### src/rtl/rf_bypass.sv
// Eight-entry register file with one write port and two combinational read ports.
// Define RF_BYPASS_EN to forward same-cycle write data to a matching read port.
module rf_bypass #(
  parameter  int DATA_W = 16,
  parameter  int NREGS  = 8,
  localparam int SEL_W  = $clog2(NREGS)
) (
  input  logic              clk,
  input  logic              rst,
  input  logic [SEL_W-1:0]  read1regsel,
  input  logic [SEL_W-1:0]  read2regsel,
  input  logic [SEL_W-1:0]  writeregsel,
  input  logic [DATA_W-1:0] writedata,
  input  logic              write,
  output logic [DATA_W-1:0] read1data,
  output logic [DATA_W-1:0] read2data,
  output logic              err
);

  logic [DATA_W-1:0] regs [NREGS];
  logic [NREGS-1:0]  wr_en;

  // One-hot write decode; reset suppresses every enable so reset always wins.
  always_comb begin
    wr_en = '0;
    if (write && !rst) wr_en[writeregsel] = 1'b1;
  end

  always_ff @(posedge clk) begin
    for (int i = 0; i < NREGS; i++) begin
      if (rst)           regs[i] <= '0;
      else if (wr_en[i]) regs[i] <= writedata;
    end
  end

  always_comb begin
    read1data = '0;
    read2data = '0;
    if (!rst) begin
      read1data = regs[read1regsel];
      read2data = regs[read2regsel];
`ifdef RF_BYPASS_EN
      // Write-before-read: the writeback result is visible to decode this cycle.
      if (write && (writeregsel == read1regsel)) read1data = writedata;
      if (write && (writeregsel == read2regsel)) read2data = writedata;
`endif
    end
  end

  // Sticky flag for unknown control/select inputs; a constant-0 flop in synthesis.
  always_ff @(posedge clk) begin
    if (rst) begin
      err <= 1'b0;
    end else begin
`ifndef SYNTHESIS
      if ($isunknown({write, writeregsel, read1regsel, read2regsel})) err <= 1'b1;
`endif
    end
  end

endmodule

### config.mk
export PLATFORM = sky130hd
export DESIGN_NAME = rf_bypass
export DESIGN_NICKNAME = d
export VERILOG_FILES = /design/src/rtl/rf_bypass.sv
export SDC_FILE = /design/constraint.sdc
export NUM_CORES = 1
export LEC_CHECK = 0
export BUFFER_PORTS_ARGS = -buffer_cell sky130_fd_sc_hd__buf_2
export CAP_MARGIN = 20
export CORE_MARGIN = 10
export CORE_UTILIZATION = 50
export CTS_CLUSTER_DIAMETER = 150
export CTS_CLUSTER_SIZE = 40
export DETAILED_ROUTE_END_ITERATION = 10
export GPL_ROUTABILITY_DRIVEN = 0
export GPL_TIMING_DRIVEN = 1
export PLACE_DENSITY = 0.71
export SETUP_SLACK_MARGIN = 0.1
export SLEW_MARGIN = 25
export SYNTH_ARGS = -nofsm -noshare
export SYNTH_HDL_FRONTEND = slang
export SYNTH_SLANG_ARGS = --single-unit
### constraint.sdc
create_clock -name clk -period 1.8 [get_ports clk]
set_input_delay 0.45 -clock clk [delete_from_list [all_inputs] [get_ports clk]]
set_output_delay 0.45 -clock clk [all_outputs]
set_load 0.03 [all_outputs]
==> results by group, run 1 <==
STA
  – Fin. max-slew vios: 0
  – FMAX: between 400 and 500 MHz
  – Worst-margin pin slew: around 0.54 ns
  – Setup-failing EPs final: 32
  – Max-slew headroom: 0.641
  – Setup WS post-layout: -0.419 ns
  – Final hold violations: 0
  – Period minus WS final: 2.22 ns
  – Final period util: 1.23
  – RSZ-0062 raised after global routing: yes

Floorplan
  – Initial Util: 0.517
  – Io pins: 61
  – Die Footprint: approximately 0.019 sq mm
  – Rows: 42
  – Die height: around 140 um
  – Die width: roughly 140 um
  – Floorplan Core Area: around 0.013 sq mm

Global routing
  – Largest net degree at the start of global routing: 23
  – Initial antenna violation count: 0
  – Gr ovfl total: 0
  – Vias in the first global route: ~4600
  – First-pass GRT wire length: between 20000 and 30000 um
  – Total GRT Usage: 0.193

Run status
  – Violated checks: negative setup slack
  – Status: complete, but fails checks

Power and ir drop
  – Leakage: approximately 3.2 nW
  – Peak supply drop: 550 uV
  – Switching fraction of total power: 0.235
  – Clock power share: 0.391
  – Comb pwr share: 0.162
  – Internal power: 6.13 mW
  – Sw Pwr: approximately 1.9 mW
  – Pwr/cell area: about 900 mW/mm^2
  – Sequential group share of total power: 0.447
  – Total power: around 8 mW

Synth
  – Post-synth cell types: 22
  – Synth Flop Type: edfxtp_1
  – Synth top area share: 0.554
  – Synth top area cells: edfxtp_1 (55%), mux4_2 (21%), and2_1 (12%), mux2i_1 (4.6%), nor2_1 (1.7%)
  – Register area share after synthesis: 0.554
  – Avg Cell Area, Syn: 15.8 sq um
  – Synth area leader: edfxtp_1
  – Share of flip-flops with an asynchronous set or reset: 0
  – Syn Inst Count: 438
  – Register bit total from synthesis: 128
  – Top cells by count, synth: and2_1 (128), edfxtp_1 (128), mux4_2 (64)
  – EDFF count, synth: roughly 130
  – Synth warn: 0
  – Syn_nets: around 470
  – Mapped Area: about 0.007 sq mm

Worst setup path
  – Largest delay share family, worst path: multiplexers
  – Critical path class: flip-flop to primary output
  – CP Cell Sequence: mux4_2 -> mux2i_1 -> nor2_2 -> buf_6
  – CP endpoint kind: primary output
  – Critical path's largest stage delay: between 0.5 and 0.6 ns
  – Sum of buffers and inverters on the critical path: 1
  – Crit path launch type: flip-flop
  – Worst Path Arrival: between 1.5 and 2 ns
  – Worst Path Max Fanout: 2
  – Slowest-stage cell, CP: mux4_2
  – Req. time, crit path: approximately 1.4 ns

Routing
  – Residual DRC: 0
  – ANT nets after route: 0
  – DRT Wirelength: between 15000 and 20000 um
  – Pre-antenna DRT Iters: 5
  – Via/cell ratio: a little under 6
  – Initial DRC Count: between 400 and 500
  – Vias: about 4200
  – Routed WL per cell: 24.6 um

Cells and area
  – Nets: about 550
  – Core Util, Final: 0.652
  – Top flop regs: regs x128
  – P&R area growth vs syn: 26.1%
  – Ratio of cells with drive above 1 in the final layout: 0.467
  – Multi-input gate area: just over 0.003 sq mm
  – Sequential cell area: just under 0.004 sq mm
  – Filler cell count: around 930
  – Antenna Cells: 0
  – Number of flip-flops in the largest register: roughly 130
  – Most flops, register: regs

Clock tree
  – CTS Buf Count: 17
  – H-tree lvl count: 4
  – CTS tree: built
  – Buffer depth of the longest clock path: 2
  – Root Driver: clkbuf_16
  – Clock sinks: 128
  – CTS clk-pin slew, worst paths: approximately 0.050 ns
  – Hold-fix buffer count after cts: 0

Place
  – PortBufs: between 50 and 60
  – Detailed placement HPWL: roughly 11000 um

Run
  – Max cap viols: 0

Worst hold path
  – Worst hold-check path type: input port to flip-flop
## metal layers
metal  routed length, um  vias to the layer above  track usage  part of all wire
met1                6710                     2105        0.234              0.38
met3                1270                       31       0.0437             0.072
met4                 352                        0       0.0713             0.020
li1                    -                     1839            -                 -
met5                   0                        -            0                 0
met2                9220                      194        0.331              0.53
## cells by family (layout without fill, tap and decap cells)
group / Yosys count / in the layout / share of synthesized area
DFF: 128 / 128 / 0.554
other: 1 / 1 / 0.000541
muxes: 96 / 96 / 0.254
and+or+nand+nor: 181 / 181 / 0.161
buffers and inverters: 32 / 131 / 0.0296
## stage by stage
step	setup TNS, ns	hold WS [ns]	instance area, sq um	worst slack [ns]	std cells
floorplan	-3.07	0.648	7110	-0.0994	438
detailed placement	-13.01	0.810	7790	-0.487	679
finish	-10.54	0.396	8740	-0.419	713
global route	-12.52	0.400	8740	-0.472	713
global placement	-12.58	0.803	7790	-0.461	679
CTS	-10.64	0.387	8720	-0.409	713
## area by class of cell
class	instances	area share
Tap cell	176	0.0252
Timing Repair Buffer	101	0.126
Sequential cell	128	0.440
Multi-Input combinational cell	278	0.348
Clock inverter	8	0.0104
Clock buffer	22	0.0508
## timing repair
action                     4_1_cts  5_1_grt
buffers inserted                 0        0
gates cloned                     4        0
setup endpoints to repair       32       32
gates resized for setup         87        5
pin swaps                        4       10
## path summary, 6_finish.rpt
kind | start | cells past startpoint | to | slack [ns]
hold / removal | writedata[4] | 2 | regs[1][4] | 0.40
setup / recovery | regs[5][3] | 4 | read1data[3] | -0.42
## layout by cell type, fill, tap and decap left out, drive strengths merged
cell,n
and2,128
edfxtp,128
buf,101
mux4,64
nor2,35
mux2i,32
clkbuf,22
or2,8
clkinv,5
nor3,4
bufinv,2
nand3b,1
or3b,1
nand2b,1
nand2,1
nor4,1
nand3,1
conb,1
clkinvlp,1
## power groups by stage
stage | registers, mW | clock network [mW] | logic [mW]
2_1_floorplan | 3.58 | 0 | 0.784
3_3_place_gp | 3.61 | 0 | 1.10
6_report | 3.58 | 3.14 | 1.30
3_5_place_dp | 3.63 | 0 | 1.11
4_1_cts | 3.57 | 3.16 | 1.29
5_1_grt | 3.59 | 3.28 | 1.37
(Power assumes the default switching activity.)
==> inputs of run 2 (changes only) <==
- PLACE_DENSITY: 0.71 -> 0.69
==> run 2 against run 1 <==
Net effect: the flow still finishes with violations (negative setup slack); count of clock-buffer cells in the layout is 3 lower; die area stayed put; fmax rose by 0.18%; combinational power is essentially flat; first-iteration DRC count is 13% lower; non-clock buffer count grew 6; wire length is 1.8% higher; global-route usage up 0.52 points; final cell count is 1.1% higher; design area grew 0.57%; setup slack improved by 0.0041 ns; largest power group unchanged.
==> results by group, run 2 (same netlist as run 1, synthesis figures left out) <==
STA
  – FMAX: 451 MHz (+0.18%)
  – RSZ-0062 raised after global routing: yes
  – Final period util: 1.23 (-0.00227)
  – Period minus WS final: 2.22 ns (-0.00408 ns)
  – Sum of negative setup slack: -10.66 ns (-0.119 ns)
  – Setup WS post-layout: -0.415 ns (+0.00408 ns)
  – Hold slack: 0.392 ns (-0.00449 ns)
  – Fin. max-slew vios: 0 (unchanged)
  – Final hold violations: 0 (unchanged)
  – Setup-failing EPs final: 32 (unchanged)

Routing
  – DRT Wirelength: 17900 um (+1.8%)
  – Vias: 4188 (+0.46%)
  – Via/cell ratio: 5.81 (-0.66%)
  – Initial DRC Count: 387 (-13%)
  – Residual DRC: 0 (unchanged)
  – ANT nets after route: 0 (unchanged)
  – Routed WL per cell: 24.8 um (+0.67%)
  – Pre-antenna DRT Iters: 5 (unchanged)

Worst setup path
  – Crit path launch type: flip-flop
  – Worst Path Max Fanout: 2 (unchanged)
  – CP endpoint kind: primary output
  – Critical path class: flip-flop to primary output
  – Worst setup path end: read1data[6]
  – Req. time, crit path: 1.35 ns (about the same)
  – Critical Path Source: regs[5][6]
  – CP Cell Sequence: mux4_2 -> mux2i_1 -> buf_4 -> nor2_2 -> buf_6
  – Worst Path Arrival: 1.77 ns (about the same)
  – Critical path's largest stage delay: 0.49 ns (-0.05 ns)
  – Slowest-stage cell, CP: mux4_2

Floorplan
  – Floorplan Core Area: 0.0134 sq mm (unchanged)
  – Initial Util: 0.517 (unchanged)
  – Io pins: 61 (unchanged)
  – Die height: 138 um (unchanged)
  – Die width: 138 um (unchanged)
  – Die Footprint: 0.0190 sq mm (unchanged)
  – Rows: 42 (unchanged)

Global routing
  – Total GRT Usage: 0.199 (+0.00523)
  – Met3 usage: 0.0441 (+0.000364)
  – Gr ovfl total: 0 (unchanged)
  – Global Route met2 Usage: 0.356 (+0.0253)
  – Busiest layer in global routing: met2
  – Vias in the first global route: 4574 (+0.20%)
  – First-pass GRT wire length: 27100 um (+1.8%)
  – Initial antenna violation count: 0 (unchanged)
  – GR Util met1: 0.231 (-0.00304)
  – Largest net degree at the start of global routing: 17 (-26%)

Cells and area
  – Filler cell count: 941 (+0.75%)
  – Top flop regs: regs x128
  – Number of flip-flops in the largest register: 128 (unchanged)
  – Antenna Cells: 0 (unchanged)
  – P&R area growth vs syn: 26.8%
  – Ratio of cells with drive above 1 in the final layout: 0.468 (+0.000478)
  – Most flops, register: regs
  – Nets: 560 (+1.1%)
  – Most frequent cells in the layout: and2_1 (128), edfxtp_1 (128), mux4_2 (64)
  – Core Util, Final: 0.656 (+0.00373)

Run status
  – Status: complete, but fails checks
  – Violated checks: negative setup slack

Place
  – PortBufs: 59 (unchanged)
  – Detailed placement HPWL: 11100 um (+4.6%)
  – Setup WS pre-CTS: -0.448 ns (+0.0386 ns)

Power and ir drop
  – Peak supply drop: 651 uV (+18%)
  – Total power: 7.96 mW (-0.59%)
  – Pwr/cell area: 906 mW/mm^2 (-1.2%)
  – Leakage: 3.24 nW (+1.5%)

Clock tree
  – H-tree lvl count: 4 (unchanged)
  – Buffer depth of the longest clock path: 2 (unchanged)
  – Root Driver: clkbuf_16
  – CTS tree: built
  – Hold-fix buffer count after cts: 0 (unchanged)
  – Setup bufs post-CTS: 0 (unchanged)
  – CTS Buf Count: 17 (unchanged)
  – Clock sinks: 128 (unchanged)
  – CTS clk-pin slew, worst paths: 0.06 ns (about the same)

Run
  – Max cap viols: 0 (unchanged)

Worst hold path
  – Worst hold-check path type: input port to flip-flop
-- run 2: cell count changes in the layout (fill, tap and decap cells not counted), moves of 2 or more --
cell,delta
mux2i_2,-5
clkbuf_1,-3
buf_12,+3
clkinvlp_4,+3
clkinv_2,+2
buf_4,+3
mux2i_1,+6
-- run 2: worst min path at each step --
stage,from,endpoint,slack (ns),cells past startpoint
4_1_cts,writedata[7],regs[7][7],0.38,2
3_5_place_dp,writedata[7],regs[7][7],0.81,2
5_1_grt,writedata[0],regs[7][0],0.40,2
6_report,writedata[7],regs[7][7],0.39,2
2_1_floorplan,writedata[0],regs[0][0],0.65,1
3_3_place_gp,writedata[12],regs[7][12],0.80,2
-- run 2: cell type report --
type | instances | area [sq um] | area share
Clock buffer | 19 | 433 | 0.0492
Clock inverter | 13 | 97.6 | 0.0111
Sequential cell | 128 | 3840 | 0.437
Multi-Input combinational cell | 278 | 3010 | 0.342
Timing Repair Buffer | 107 | 1190 | 0.135
Tap cell | 176 | 220 | 0.0250
-- run 2: what timing repair did --
action,in CTS,in global routing
cloned,4,0
endpoints found under the setup margin,32,32
pin swaps,4,3
gates resized for setup,80,3
-- run 2: per-stage QoR --
step | instance area [sq um] | std cells
floorplan | 7110 | 438
global placement | 7890 | 685
detailed placement | 7890 | 685
CTS | 8780 | 721
global route | 8790 | 721
finish | 8790 | 721
-- run 2: power breakdown --
part | switching (mW) | internal [mW] | leakage (nW) | total (mW)
Clock | 1.22 | 1.87 | 0.253 | 3.08
Sequential | 0.0975 | 3.47 | 1.23 | 3.57
Combinational | 0.651 | 0.658 | 1.76 | 1.31
-- run 2: worst max-delay path, delay by kind of cell (launching register included) --
kind / cells / cell delay (ns)
buf+inv: 2 / 0.28
flops: 1 / 0.40
mux: 2 / 0.64
simple gates: 1 / 0.04
-- run 2: per-layer routing --
metal	wire [um]	part of all wire	vias to the layer above
met2	9740	0.55	168
met4	218	0.012	0
met1	6730	0.38	2144
met3	1170	0.066	21
li1	-	-	1855
met5	0	0	-
==> inputs of run 3 (changes only) <==
- SETUP_SLACK_MARGIN: 0.1 -> 0.05
==> run 3 against run 2 <==
Net effect: the flow still finishes with violations (negative setup slack); sequential share of layout area fell by 0.46 points; first-iteration DRC count up 16%; via count grew 1.6%; critical endpoint is now read2data[6]; design area grew 1.1%; clock power up 6%; final cell count is 0.42% lower; non-clock buffer count is 1 lower.
==> results by group, run 3 (same netlist as run 1, synthesis figures left out) <==
Run status
  – Status: complete, but fails checks
  – Violated checks: negative setup slack

Worst hold path
  – Worst hold-check path type: input port to flip-flop
  – Hold Path Sink: regs[7][3]
  – Min-Delay Startpoint: writedata[3]
  – Hold Crit Depth: 2 (unchanged)

Floorplan
  – Die width: 138 um (unchanged)
  – Floorplan Core Area: 0.0134 sq mm (unchanged)
  – Die Footprint: 0.0190 sq mm (unchanged)
  – Io pins: 61 (unchanged)
  – Rows: 42 (unchanged)
  – Initial Util: 0.517 (unchanged)
  – Die height: 138 um (unchanged)

Cells and area
  – Most frequent cells in the layout: and2_1 (128), edfxtp_1 (128), mux4_2 (64)
  – Filler cell count: 937 (-0.43%)
  – Top flop regs: regs x128
  – Most flops, register: regs
  – P&R area growth vs syn: 28.1%
  – Multi-input gate area: 0.00307 sq mm (+1.9%)
  – Sequential cell area: 0.00384 sq mm (unchanged)
  – Number of flip-flops in the largest register: 128 (unchanged)
  – Nets: 559 (-0.18%)
  – Ratio of cells with drive above 1 in the final layout: 0.482 (+0.0146)
  – Final Non-Filler Cells: 718 (-0.42%)

Global routing
  – First-pass GRT wire length: 27500 um (+1.4%)
  – Largest net degree at the start of global routing: 20 (+3)
  – Gr ovfl total: 0 (unchanged)
  – Vias in the first global route: 4577 (+0.066%)
  – Initial antenna violation count: 1 (+1)
  – Total GRT Usage: 0.200 (+0.00187)

Routing
  – Via/cell ratio: 5.92 (+2.0%)
  – Pre-antenna DRT Iters: 4 (-1)
  – ANT nets after route: 0 (unchanged)
  – Residual DRC: 0 (unchanged)
  – Routed WL per cell: 25.1 um (+1.5%)
  – Initial DRC Count: 450 (+16%)
  – Vias: 4253 (+1.6%)
  – DRT Wirelength: 18100 um (+1.1%)

Power and ir drop
  – Pwr/cell area: 923 mW/mm^2 (+1.9%)
  – Peak supply drop: 485 uV (-26%)
  – Leakage: 3.24 nW (about the same)
  – Total power: 8.20 mW (+3.0%)

STA
  – Period minus WS final: 2.24 ns (+0.0243 ns)
  – Final hold violations: 0 (unchanged)
  – Final period util: 1.24 (+0.0135)
  – RSZ-0062 raised after global routing: yes
  – Sum of negative setup slack: -10.61 ns (+0.0443 ns)
  – Setup WS post-layout: -0.439 ns (-0.0243 ns)
  – FMAX: 447 MHz (-1.1%)
  – Max-slew headroom: 0.610
  – Setup-failing EPs final: 32 (unchanged)
  – Fin. max-slew vios: 0 (unchanged)
  – Worst-margin pin slew: 0.585 ns

Place
  – Setup WS pre-CTS: -0.494 ns (-0.0462 ns)
  – PortBufs: 59 (unchanged)
  – Detailed placement HPWL: 11200 um (+0.31%)
  – Placed cell count: 684 (-0.15%)

Worst setup path
  – CP endpoint kind: primary output
  – Worst Path Arrival: 1.79 ns (+0.02 ns)
  – Critical Path Source: regs[6][6]
  – Crit path launch type: flip-flop
  – Worst Path Max Fanout: 2 (unchanged)
  – Req. time, crit path: 1.35 ns (about the same)
  – Critical path class: flip-flop to primary output

Clock tree
  – Setup bufs post-CTS: 0 (unchanged)
  – H-tree lvl count: 4 (unchanged)
  – Clock sinks: 128 (unchanged)
  – Hold-fix buffer count after cts: 0 (unchanged)
  – Buffer depth of the longest clock path: 2 (unchanged)
  – CTS Buf Count: 17 (unchanged)
  – CTS clk-pin slew, worst paths: 0.05 ns (about the same)
  – Root Driver: clkbuf_16
  – CTS tree: built

Run
  – Max cap viols: 0 (unchanged)
==> run 3: cell count changes in the layout (fill, tap and decap cells not counted), sizes merged <==
cell      change
clkinvlp      -3
bufinv        +2
clkbuf        +1
buf           -1
clkinv        -3
diode         +1
==> run 3: report_power, final <==
| group | switching, mW | leakage, nW | internal [mW] |
|---|---|---|---|
| clock | 1.14 | 0.268 | 2.13 |
| sequential | 0.103 | 1.23 | 3.48 |
| combinational | 0.671 | 1.75 | 0.678 |
| total | 1.91 | 3.24 | 6.28 |
==> run 3: final cells by class <==
cell class / instances / share of cell area
diodes: 1 / 0.000282
clock buffers: 20 / 0.0491
clock inverters: 9 / 0.0134
multi-input cells: 278 / 0.345
flip-flops and latches: 128 / 0.433
well taps: 176 / 0.0248
repair buffers: 106 / 0.134
==> run 3: metrics by stage <==
stage	util	hold slack, ns	area (sq um)
6_report	0.663	0.400	8880
4_1_cts	0.661	0.392	8860
3_3_place_gp	0.588	0.801	7890
3_5_place_dp	0.588	0.814	7890
5_1_grt	0.663	0.409	8880
2_1_floorplan	-	0.648	7100
==> run 3: metal layers <==
metal / GRT usage / vias to the layer above / part of all wire
li1: - / 1856 / -
met1: 0.253 / 2198 / 0.40
met2: 0.338 / 175 / 0.52
met3: 0.0422 / 24 / 0.071
met4: 0.0643 / 0 / 0.017
met5: 0 / - / 0
==> run 3: worst max-delay path by stage <==
| stage | slack [ns] | cells after the start | endpoint |
|---|---|---|---|
| 6_report | -0.44 | 4 | read2data[6] |
| 2_1_floorplan | -0.1 | 5 | read1data[0] |
| 3_3_place_gp | -0.44 | 6 | read2data[6] |
| 4_1_cts | -0.39 | 4 | read1data[2] |
| 5_1_grt | -0.47 | 4 | read2data[6] |
| 3_5_place_dp | -0.49 | 6 | read2data[5] |
==> run 3: timing repair <==
action / in CTS / in global routing
setup endpoints to repair: 32 / 32
cloned: 4 / 0
pin swaps: 6 / 5
gates resized for setup: 93 / 5
==> run 3: critical path, stage by stage (launching register included) <==
cell and delay, ns:
edfxtp_1 0.43, mux4_2 0.55, mux2i_4 0.21, nor2_2 0.05, buf_6 0.13
